File: config.mk
export PLATFORM = sky130hd
export DESIGN_NAME = led_seq_decoder_flat
export DESIGN_NICKNAME = d
export VERILOG_FILES = /design/src/rtl/led_seq_decoder_pkg.sv /design/src/rtl/led_seq_decoder_if.sv /design/src/rtl/led_sat_counter.sv /design/src/rtl/led_seq_decoder.sv /design/src/flat_wrapper.sv
export SDC_FILE = /design/constraint.sdc
export NUM_CORES = 1
export LEC_CHECK = 0
export CAP_MARGIN = 40
export CORE_ASPECT_RATIO = 2
export CORE_MARGIN = 5
export CORE_UTILIZATION = 35
export CTS_CLUSTER_DIAMETER = 120
export DETAILED_ROUTE_END_ITERATION = 16
export GPL_TIMING_DRIVEN = 0
export PLACE_DENSITY = 0.54
export SKIP_LAST_GASP = 1
export SYNTH_ARGS = -nofsm -noshare
export SYNTH_HDL_FRONTEND = slang
export SYNTH_SLANG_ARGS = --single-unit
File: constraint.sdc
create_clock -name clk -period 2.3 [get_ports clk]
set_clock_uncertainty 0.15 [all_clocks]
set_input_delay 0.46 -clock clk [delete_from_list [all_inputs] [get_ports clk]]
set_output_delay 0.46 -clock clk [all_outputs]
set_load 0.005 [all_outputs]
File: src/rtl/led_seq_decoder_pkg.sv
// Shared definitions for the LED rotation decoder.
//   state_t     : decoder FSM encoding (SYNC / TRACK / ERR)
//   DIR_UP/DOWN : dir_out encoding
//   is_onehot   : exactly-one-bit-set test on a zero-extended LED pattern
//   onehot_idx  : index of the set bit of a one-hot pattern
package led_seq_pkg;

  typedef enum logic [1:0] {
    SYNC  = 2'd0,
    TRACK = 2'd1,
    ERR   = 2'd2
  } state_t;

  localparam logic DIR_UP   = 1'b1;
  localparam logic DIR_DOWN = 1'b0;

  // Helpers work on a fixed wide vector; callers zero-extend their bus.
  localparam int MAX_LEDS = 32;

  function automatic logic is_onehot(input logic [MAX_LEDS-1:0] p);
    return (p != '0) && ((p & (p - 1'b1)) == '0);
  endfunction

  function automatic int onehot_idx(input logic [MAX_LEDS-1:0] p);
    int idx;
    idx = 0;
    for (int i = 0; i < MAX_LEDS; i++) begin
      if (p[i]) idx = i;
    end
    return idx;
  endfunction

endpackage

File: src/rtl/led_seq_decoder_if.sv
// Bus bundle between the LED decoder and whoever observes it.
//   led_in, clr           : driven by master, sampled by slave (decoder)
//   locked .. err_cnt     : decoder results, all registered
//   state                 : debug view of the decoder FSM
// There is no handshake: led_in is sampled every clock and clr is a
// one-cycle synchronous pulse; outputs are valid every cycle.
interface led_seq_decoder_if #(
  parameter int N_LEDS = 4,
  parameter int CNT_W  = 8
) ();
  import led_seq_pkg::*;

  localparam int POS_W = (N_LEDS > 1) ? $clog2(N_LEDS) : 1;

  logic [N_LEDS-1:0] led_in;
  logic              clr;
  logic              locked;
  logic              dir_out;
  logic [POS_W-1:0]  pos_out;
  logic              step;
  logic              dir_change;
  logic              err;
  logic [CNT_W-1:0]  step_cnt;
  logic [CNT_W-1:0]  rev_cnt;
  logic [CNT_W-1:0]  err_cnt;
  state_t            state;

  modport master (
    output led_in, clr,
    input  locked, dir_out, pos_out, step, dir_change, err,
    input  step_cnt, rev_cnt, err_cnt, state
  );

  modport slave (
    input  led_in, clr,
    output locked, dir_out, pos_out, step, dir_change, err,
    output step_cnt, rev_cnt, err_cnt, state
  );

endinterface

File: src/rtl/led_sat_counter.sv
// Saturating up-counter.
//   clk, rst_n : clock, asynchronous active-low reset
//   inc        : count one event (ignored once at all-ones)
//   clr        : synchronous clear, wins over inc
//   cnt        : current count
module led_sat_counter #(
  parameter int W = 8
) (
  input  logic         clk,
  input  logic         rst_n,
  input  logic         inc,
  input  logic         clr,
  output logic [W-1:0] cnt
);

  always_ff @(posedge clk or negedge rst_n) begin
    if (!rst_n) begin
      cnt <= '0;
    end else if (clr) begin
      cnt <= '0;
    end else if (inc && (cnt != '1)) begin
      cnt <= cnt + 1'b1;
    end
  end

endmodule

File: src/rtl/led_seq_decoder.sv
// Monitor for a rotating one-hot LED bus. Recovers position and direction,
// pulses on each legal step and on reversals, and flags illegal patterns
// or jumps. led_in is registered twice (led_q, led_prev); every decision
// compares those two, and results are registered, so a change seen on
// led_in shows up on the outputs two edges later.
//   clk, rst_n : clock, asynchronous active-low reset
//   bus        : led_seq_decoder_if slave (led_in/clr in, results out)
module led_seq_decoder
  import led_seq_pkg::*;
#(
  parameter int N_LEDS = 4,
  parameter int CNT_W  = 8
) (
  input logic               clk,
  input logic               rst_n,
  led_seq_decoder_if.slave  bus
);

  localparam int POS_W = (N_LEDS > 1) ? $clog2(N_LEDS) : 1;

  logic [N_LEDS-1:0] led_q, led_prev;
  state_t            state, state_nx;

  logic              locked_q, locked_d;
  logic              dir_q, dir_d;
  logic [POS_W-1:0]  pos_q, pos_d;
  logic              step_q, step_d;
  logic              dchg_q, dchg_d;
  logic              err_q, err_evt;

  logic              q_valid, q_same, is_up, is_dn;
  logic [POS_W-1:0]  q_idx;

  assign q_valid = is_onehot(MAX_LEDS'(led_q));
  assign q_idx   = POS_W'(onehot_idx(MAX_LEDS'(led_q)));
  assign q_same  = (led_q == led_prev);
  assign is_up   = (led_q == {led_prev[N_LEDS-2:0], led_prev[N_LEDS-1]});
  // With two LEDs both rotations coincide; treat such moves as upward only.
  assign is_dn   = !is_up &&
                   (led_q == {led_prev[0], led_prev[N_LEDS-1:1]});

  // State and sample pipeline
  always_ff @(posedge clk or negedge rst_n) begin
    if (!rst_n) begin
      state    <= SYNC;
      led_q    <= '0;
      led_prev <= '0;
    end else begin
      state    <= state_nx;
      led_q    <= bus.led_in;
      led_prev <= led_q;
    end
  end

  // Next-state logic
  always_comb begin
    state_nx = state;
    case (state)
      SYNC:    if (q_valid) state_nx = TRACK;
      TRACK:   if (!q_same && !is_up && !is_dn) state_nx = ERR;
      ERR:     if (q_same && q_valid) state_nx = TRACK;
      default: state_nx = SYNC;
    endcase
  end

  // Output logic: next values of the registered outputs
  always_comb begin
    locked_d = locked_q;
    dir_d    = dir_q;
    pos_d    = pos_q;
    step_d   = 1'b0;
    dchg_d   = 1'b0;
    err_evt  = 1'b0;
    case (state)
      SYNC: begin
        if (q_valid) begin
          locked_d = 1'b1;
          pos_d    = q_idx;
        end
      end
      TRACK: begin
        if (!q_same) begin
          if (is_up || is_dn) begin
            step_d = 1'b1;
            pos_d  = q_idx;
            dir_d  = is_up ? DIR_UP : DIR_DOWN;
            dchg_d = (dir_q != dir_d);
          end else begin
            locked_d = 1'b0;
            err_evt  = 1'b1;
          end
        end
      end
      ERR: begin
        if (q_same && q_valid) begin
          locked_d = 1'b1;
          pos_d    = q_idx;
        end
      end
      default: locked_d = 1'b0;
    endcase
  end

  always_ff @(posedge clk or negedge rst_n) begin
    if (!rst_n) begin
      locked_q <= 1'b0;
      dir_q    <= DIR_UP;
      pos_q    <= '0;
      step_q   <= 1'b0;
      dchg_q   <= 1'b0;
      err_q    <= 1'b0;
    end else begin
      locked_q <= locked_d;
      dir_q    <= dir_d;
      pos_q    <= pos_d;
      step_q   <= step_d;
      dchg_q   <= dchg_d;
      err_q    <= bus.clr ? 1'b0 : (err_q | err_evt);
    end
  end

  led_sat_counter #(.W(CNT_W)) u_step_cnt (
    .clk(clk), .rst_n(rst_n), .inc(step_d), .clr(bus.clr), .cnt(bus.step_cnt)
  );
  led_sat_counter #(.W(CNT_W)) u_rev_cnt (
    .clk(clk), .rst_n(rst_n), .inc(dchg_d), .clr(bus.clr), .cnt(bus.rev_cnt)
  );
  led_sat_counter #(.W(CNT_W)) u_err_cnt (
    .clk(clk), .rst_n(rst_n), .inc(err_evt), .clr(bus.clr), .cnt(bus.err_cnt)
  );

  assign bus.locked     = locked_q;
  assign bus.dir_out    = dir_q;
  assign bus.pos_out    = pos_q;
  assign bus.step       = step_q;
  assign bus.dir_change = dchg_q;
  assign bus.err        = err_q;
  assign bus.state      = state;

endmodule

File: src/flat_wrapper.sv
// flat-port wrapper written by rule: the top's interface ports become plain ports
module led_seq_decoder_flat import led_seq_pkg::*;
#(
  parameter int N_LEDS = 4,
  parameter int CNT_W  = 8
)
  (clk, rst_n, bus_led_in, bus_clr, bus_locked, bus_dir_out, bus_pos_out, bus_step, bus_dir_change, bus_err, bus_step_cnt, bus_rev_cnt, bus_err_cnt, bus_state);
  led_seq_decoder_if #(.N_LEDS(N_LEDS), .CNT_W(CNT_W)) bus_i ();
  input logic clk;
  input logic rst_n;
  input wire logic [$bits(bus_i.led_in)-1:0] bus_led_in;
  input wire logic [$bits(bus_i.clr)-1:0] bus_clr;
  output wire logic [$bits(bus_i.locked)-1:0] bus_locked;
  output wire logic [$bits(bus_i.dir_out)-1:0] bus_dir_out;
  output wire logic [$bits(bus_i.pos_out)-1:0] bus_pos_out;
  output wire logic [$bits(bus_i.step)-1:0] bus_step;
  output wire logic [$bits(bus_i.dir_change)-1:0] bus_dir_change;
  output wire logic [$bits(bus_i.err)-1:0] bus_err;
  output wire logic [$bits(bus_i.step_cnt)-1:0] bus_step_cnt;
  output wire logic [$bits(bus_i.rev_cnt)-1:0] bus_rev_cnt;
  output wire logic [$bits(bus_i.err_cnt)-1:0] bus_err_cnt;
  output wire logic [$bits(bus_i.state)-1:0] bus_state;
  assign bus_i.led_in = bus_led_in;
  assign bus_i.clr = bus_clr;
  assign bus_locked = bus_i.locked;
  assign bus_dir_out = bus_i.dir_out;
  assign bus_pos_out = bus_i.pos_out;
  assign bus_step = bus_i.step;
  assign bus_dir_change = bus_i.dir_change;
  assign bus_err = bus_i.err;
  assign bus_step_cnt = bus_i.step_cnt;
  assign bus_rev_cnt = bus_i.rev_cnt;
  assign bus_err_cnt = bus_i.err_cnt;
  assign bus_state = bus_i.state;
  led_seq_decoder #(.N_LEDS(N_LEDS), .CNT_W(CNT_W)) u_core (.clk(clk), .rst_n(rst_n), .bus(bus_i));
endmodule
==> flow_summary_export.csv, run 1 <==
group,metric,value,unit
timing,hold_viol_final,2,
die,core_area,0.00606,mm2
grt,grt_max_degree,23,
synthesis,syn_nets,226,
synthesis,syn_area,0.00217,mm2
critical_path,critPathRequiredTime,2.32,ns
grt,grt_overflow_total,0,
drt,viasPerCell,5.29,
timing,fin_crit,2.23,ns
power,seq_power_share,0.395,
power,leakagePower,1.15,nW
placement,place_congestion,0.758,
cells_and_area,fin_nets,275,
clocking,clk_latency,0.28,ns
grt,grt_pass1_wl,8690,um
clocking,cts_hold_buf,0,
synthesis,syn_inst,216,
timing,drv_slew,0,
power,combPwrFrac,0.235,
drt,wirelength,5050,um
grt,grt.total_usage,0.138,
cells_and_area,n_antenna_cell,0,
die,io_pins,40,
placement,pre_cts_ws,-0.431,ns
critical_path,cp_cell_sequence,"clkbuf_4 -> xnor2_2 -> a41oi_4 -> o21ai_4 -> buf_6 -> nor4_1 -> mux2_1",
die,rows,40,
placement,placed_cell_area,0.00269,mm2
timing,whs,-0.00187,ns
critical_path,crit_cells,7,
synthesis,yosys-top-cells-area,"dfrtp_1 (46%), xnor2_1 (5.2%), a21oi_1 (4.8%)",
timing,slew_headroom,0.651,
synthesis,synthFlopType,"dfrtp_1",
power,internal_power,1.62,mW
clocking,cts_root_buffer,"clkbuf_16",
synthesis,synth_area_leader_cell,"dfrtp_1",
grt,antenna_found_initial,0,
power,p_switching,0.609,mW
die,die-area,0.00798,mm2
synthesis,async_reset_ff_frac,1.00,
placement,port_buffers,39,
drt,drcViolationCount,0,
power,power_density,753,mW/mm2
drt,drtPass1Iterations,4,
timing,fin_crit_sh,0.972,
critical_path,cp-endpoint,"u_core.u_rev_cnt.cnt[7]",
synthesis,synth_cell_type_count,44,
min_path,min_path_type,"in -> async",
critical_path,crit_arrival,2.25,ns
drt,detail_route.wl_per_cell,14.4,um
cells_and_area,drive_gt1_frac,0.135,
synthesis,yosysSeqAreaShare,0.472,
critical_path,crit_buf_inv,2,
timing,rsz0062_at_grt,"true",
die,die_height,121,um
critical_path,reg2reg_depth,7,
power,vdd_drop_max,0.000676,V
timing,fmax,447,MHz
critical_path,r2r-start,"u_core.led_q[1]",
timing,worst_pin_slew,0.522,ns
critical_path,crit_path_start,"u_core.led_q[1]",
synthesis,avgSynthCellArea,10.1,um2
clocking,numCtsBuffers,5,
synthesis,synth_edf_count,0,
power,total_power,2.23,mW
synthesis,ys_ff_latch,41,
power,clkPwrFrac,0.370,
drt,ant_nets,0,
drt,drt_iter0_drc,66,
grt,grt_pass1_vias,1883,
timing,finalSetupViolCount,0,
cells_and_area,area_growth,36.2,%
die,initial_core_util,0.359,
critical_path,crit_path_start_kind,"flip-flop",
critical_path,crit_family,"compound AO/OA/AOI/OAI gates",
critical_path,crit_fanout,10,
critical_path,critPathCaptureType,"flip-flop",
clocking,tritoncts,"yes",
cells_and_area,design_area,0.00296,mm2
critical_path,r2r-end,"u_core.u_rev_cnt.cnt[7]",
die,die_x,65.7,um
flow_run,max_cap_viol_count,0,
clocking,cts_htree_levels,2,
power,switching_share,0.273,
outcome,run_status,"finished, violations left",
critical_path,cpPeakStageDelay,0.37,ns
critical_path,critical_path_class,"reg -> reg",
synthesis,synth_top_area_frac,0.460,
drt,vias,1853,
cells_and_area,final_util,0.489,
placement,dpl.hpwl,3760,um
clocking,cts_buffer_depth,2,
critical_path,r2r_setup_slack,0.07,ns
outcome,violations,"hold timing",
timing,fin_ws,0.0651,ns
critical_path,slowest_stage,"dfrtp_1",
synthesis,ys_warn_count,0,
clocking,clk_pin_slew,0.06,ns
clocking,cts_sinks,41,
[flip-flops by register name, indices dropped and copies added, names as in the netlist]
| name | flops |
|---|---|
| u_core.bus.dir_change | 1 |
| u_core.bus.dir_out | 1 |
| u_core.bus.err | 1 |
| u_core.bus.locked | 1 |
| u_core.bus.pos_out | 2 |
| u_core.bus.state | 2 |
| u_core.bus.step | 1 |
| u_core.led_prev | 4 |
| u_core.led_q | 4 |
| u_core.u_err_cnt.cnt | 8 |
| u_core.u_rev_cnt.cnt | 8 |
| u_core.u_step_cnt.cnt | 8 |
[cells by family after synthesis]
family | share of synthesized area
adders and majority gates | 0.0173
DFF | 0.472
muxes | 0.0403
buffers and inverters | 0.0432
AOI/OAI and AO/OA | 0.154
and+or+nand+nor | 0.209
xor gates and xnor gates | 0.0639
[how the worst min path moves through the flow]
stage | from | slack [ns] | endpoint | depth (start not counted)
after floorplan | rst_n | 0.01 | u_core.bus.dir_change | 0
after global placement | u_core.led_q[3] | 0.20 | u_core.led_prev[3] | 0
after detailed placement | u_core.led_q[1] | 0.20 | u_core.led_prev[1] | 0
after CTS | rst_n | 0.02 | u_core.u_rev_cnt.cnt[3] | 1
after global routing | rst_n | 0.04 | u_core.u_rev_cnt.cnt[3] | 1
final | rst_n | -0.002 | u_core.u_rev_cnt.cnt[3] | 1
[cell usage in the layout, fill, tap and decap left out, types with 3 or more instances in the layout]
| master | netlist | routed |
|---|---|---|
| inv_1 | 10 | 10 |
| clkbuf_16 | 0 | 5 |
| nor2_1 | 12 | 12 |
| nand3_1 | 10 | 10 |
| clkdlybuf4s50_1 | 0 | 38 |
| xnor2_1 | 13 | 12 |
| dfrtp_1 | 40 | 40 |
| and4_1 | 4 | 4 |
| nor2b_1 | 7 | 7 |
| or3_1 | 6 | 6 |
| a21oi_1 | 21 | 21 |
| nand2_1 | 5 | 5 |
| and3_1 | 3 | 3 |
| ha_1 | 3 | 3 |
| o31ai_1 | 11 | 9 |
| or4_1 | 9 | 9 |
| buf_2 | 3 | 4 |
| mux2_1 | 4 | 4 |
| o21ai_0 | 10 | 10 |
| buf_4 | 1 | 3 |
| nand4_1 | 7 | 7 |
[layer usage]
| layer | global-route usage | vias up | routed length [um] | part of all wire |
|---|---|---|---|---|
| met1 | 0.141 | 915 | 1860 | 0.37 |
| met3 | 0.0241 | 7 | 179 | 0.035 |
| met5 | 0 | - | 0 | 0 |
| met2 | 0.258 | 32 | 2890 | 0.57 |
| li1 | - | 899 | - | - |
| met4 | 0.0688 | 0 | 119 | 0.024 |
[power by group through the flow]
| stage | clock [mW] | combinational [mW] | sequential (mW) |
|---|---|---|---|
| floorplan | 0 | 0.261 | 0.886 |
| global placement | 0 | 0.482 | 0.894 |
| detailed placement | 0 | 0.488 | 0.896 |
| CTS | 0.852 | 0.501 | 0.884 |
| global route | 0.878 | 0.584 | 0.898 |
| finish | 0.826 | 0.524 | 0.882 |
[synthesized netlist by cell type, drive strengths merged, types with 2 or more instances]
master / n
xnor2: 14
dfrtp: 40
and4: 5
nor2b: 7
nand2: 5
nor4: 4
mux2: 6
or4: 9
o41ai: 2
clkbuf: 5
o31ai: 11
or3: 6
nand4: 7
nand3: 11
nand3b: 2
and3: 3
mux2i: 2
ha: 3
inv: 10
o21ai: 11
nor2: 12
a21oi: 21
nand2b: 2
buf: 6
[metrics by stage]
step           TNS (ns)  std cells
2_1_floorplan         0        216
3_3_place_gp     -26.84        339
3_5_place_dp      -4.21        340
4_1_cts         -0.0135        348
5_1_grt         -0.0328        350
6_report              0        350
[what timing repair did]
item / CTS / global route
endpoints found under the setup margin: 14 / 19
gates resized for setup: 6 / 10
cloned: 0 / 0
pin swaps: 1 / 2
setup buffers: 0 / 2
[final cells by class]
class	instances	area, um2
clock inverters	2	37.5
multi-input cells	154	1120
repair buffers	42	428
inverters	10	37.5
clock buffers	6	139
flip-flops and latches	41	1030
fillers	569	3090
plain buffers	11	62.6
well taps	84	105
(Power assumes the default switching activity.)
==> inputs of run 2 (changes only) <==
--- a/config.mk
+++ b/config.mk
@@ -15,2 +15,3 @@
 export PLACE_DENSITY = 0.54
+export SETUP_SLACK_MARGIN = 0.2
 export SKIP_LAST_GASP = 1
--- a/constraint.sdc
+++ b/constraint.sdc
@@ -4,2 +4,2 @@
 set_output_delay 0.46 -clock clk [all_outputs]
-set_load 0.005 [all_outputs]
+set_load 0.01 [all_outputs]
==> run 2 against run 1 <==
Effect of this change:
- the flow still finishes with violations (hold timing)
- final area up 12%
- sequential share of layout area decreased by 3.6 points
- power rose by 6.6%
- non-clock buffer count is 11 higher
- global-route usage rose by 0.56 points
- critical path type unchanged
- worst setup slack better by 0.14 ns
- clock-buffer cell count is the same
- hold slack worse by 0.0015 ns
==> flow_summary_export.csv, run 2 (synthesis gave the netlist of run 1 again) <==
group,metric,value,unit
drt,viasPerCell,5.27,
outcome,violations,"hold timing",
drt,drtPass1Iterations,4,
placement,place_congestion,0.758,
grt,grt_overflow_total,0,
die,die_x,65.7,um
die,initial_core_util,0.359,
timing,slew_headroom,0.629,
clocking,clk_pin_slew,0.06,ns
power,leakagePower,1.30,nW
critical_path,critPathRequiredTime,2.37,ns
drt,vias,1903,
critical_path,crit_path_start,"u_core.led_q[2]",
die,die_height,121,um
placement,placed_cells,340,
die,io_pins,40,
drt,drt_iter0_drc,68,
clocking,numCtsBuffers,5,
critical_path,crit_path_start_kind,"flip-flop",
grt,grt_max_degree,23,
timing,worst_pin_slew,0.556,ns
clocking,cts_root_buffer,"clkbuf_16",
clocking,clk_latency,0.28,ns
cells_and_area,n_antenna_cell,0,
critical_path,crit_fanout,7,
drt,drcViolationCount,0,
cells_and_area,fin_nets,286,
die,die-area,0.00798,mm2
timing,fin_setup_tns,0,ns
power,power_density,716,mW/mm2
timing,hold_viol_final,4,
timing,fmax,477,MHz
timing,fin_crit,2.10,ns
timing,whs,-0.00335,ns
placement,dpl.hpwl,3760,um
critical_path,crit_arrival,2.16,ns
drt,detail_route.wl_per_cell,15.0,um
cells_and_area,final_util,0.549,
power,vdd_drop_max,0.000658,V
timing,rsz0062_at_grt,"true",
timing,finalSetupViolCount,0,
die,core_area,0.00606,mm2
critical_path,critical_path_class,"reg -> reg",
critical_path,r2r-start,"u_core.led_q[2]",
grt,grt_pass1_wl,9000,um
die,rows,40,
timing,drv_slew,0,
clocking,cts_buffer_depth,2,
drt,ant_nets,0,
cells_and_area,final_common_cell,"clkdlybuf4s50_1",
timing,fin_crit_sh,0.911,
cells_and_area,top_regs,"u_core.u_err_cnt.cnt x8, u_core.u_rev_cnt.cnt x8, u_core.u_step_cnt.cnt x8",
clocking,cts_sinks,41,
min_path,min_path_type,"in -> async",
drt,wirelength,5410,um
placement,port_buffers,39,
outcome,run_status,"finished, violations left",
flow_run,max_cap_viol_count,0,
grt,antenna_found_initial,0,
clocking,tritoncts,"yes",
cells_and_area,fin_cells,361,
cells_and_area,drive_gt1_frac,0.307,
cells_and_area,layout_common_cells,"clkdlybuf4s50_1 (37), dfrtp_1 (36), a21oi_1 (15)",
grt,grt.total_usage,0.144,
critical_path,critPathCaptureType,"flip-flop",
clocking,cts_htree_levels,2,
grt,grt_pass1_vias,1944,
cells_and_area,area_growth,52.8,%
==> run 2: critical path, cell delays in order (launching register included) <==
cell	delay [ns]
dfrtp_1	0.38
buf_6	0.14
xnor2_1	0.22
and4_4	0.28
o21ai_4	0.07
buf_6	0.16
buf_6	0.13
or3_4	0.36
a21oi_2	0.13
==> run 2: path summary, 6_finish.rpt <==
check	end	slack (ns)	depth (start not counted)
min in group clk	u_core.led_prev[2]	0.24	0
setup / recovery	u_core.u_step_cnt.cnt[7]	0.20	8
hold reg to reg	u_core.led_prev[2]	0.24	0
hold / removal	u_core.u_rev_cnt.cnt[3]	-0.003	1
setup reg to reg	u_core.u_step_cnt.cnt[7]	0.20	8
max in group asynchronous	u_core.bus.dir_out	1.45	2
==> run 2: layer usage <==
| layer | global-route usage | vias up | share of wire |
|---|---|---|---|
| met3 | 0.0241 | 7 | 0.032 |
| met4 | 0.0584 | 0 | 0.023 |
| met5 | 0 | - | 0 |
| met2 | 0.280 | 28 | 0.58 |
| li1 | - | 918 | - |
| met1 | 0.143 | 950 | 0.36 |
==> run 2: through the flow <==
stage	cell area, um2	setup slack [ns]	power [mW]	hold WS, ns
2_1_floorplan	2170	0.209	1.17	0.0144
3_3_place_gp	2670	-0.565	1.40	0.201
3_5_place_dp	2690	-0.431	1.41	0.204
4_1_cts	3150	0.200	2.36	0.0153
5_1_grt	3320	0.107	2.51	0.0428
6_report	3320	0.204	2.38	-0.00335
==> run 2: timing repair <==
| item | CTS | global route |
|---|---|---|
| hold buffers | 0 | 0 |
| resized for setup | 44 | 29 |
| endpoints found under the setup margin | 27 | 24 |
| buffers inserted | 5 | 8 |
| pin swaps | 14 | 18 |
==> run 2: layout make-up <==
class | count | area (um2)
Sequential cell | 41 | 1030
Multi-Input combinational cell | 154 | 1360
Fill cell | 533 | 2730
Buffer | 11 | 92.6
Clock buffer | 6 | 139
Inverter | 10 | 41.3
Tap cell | 84 | 105
Timing Repair Buffer | 53 | 520
Clock inverter | 2 | 37.5
==> run 2: report_power, final <==
part	internal (mW)	switching, mW
sequential	0.801	0.0906
combinational	0.349	0.309
clock	0.542	0.287
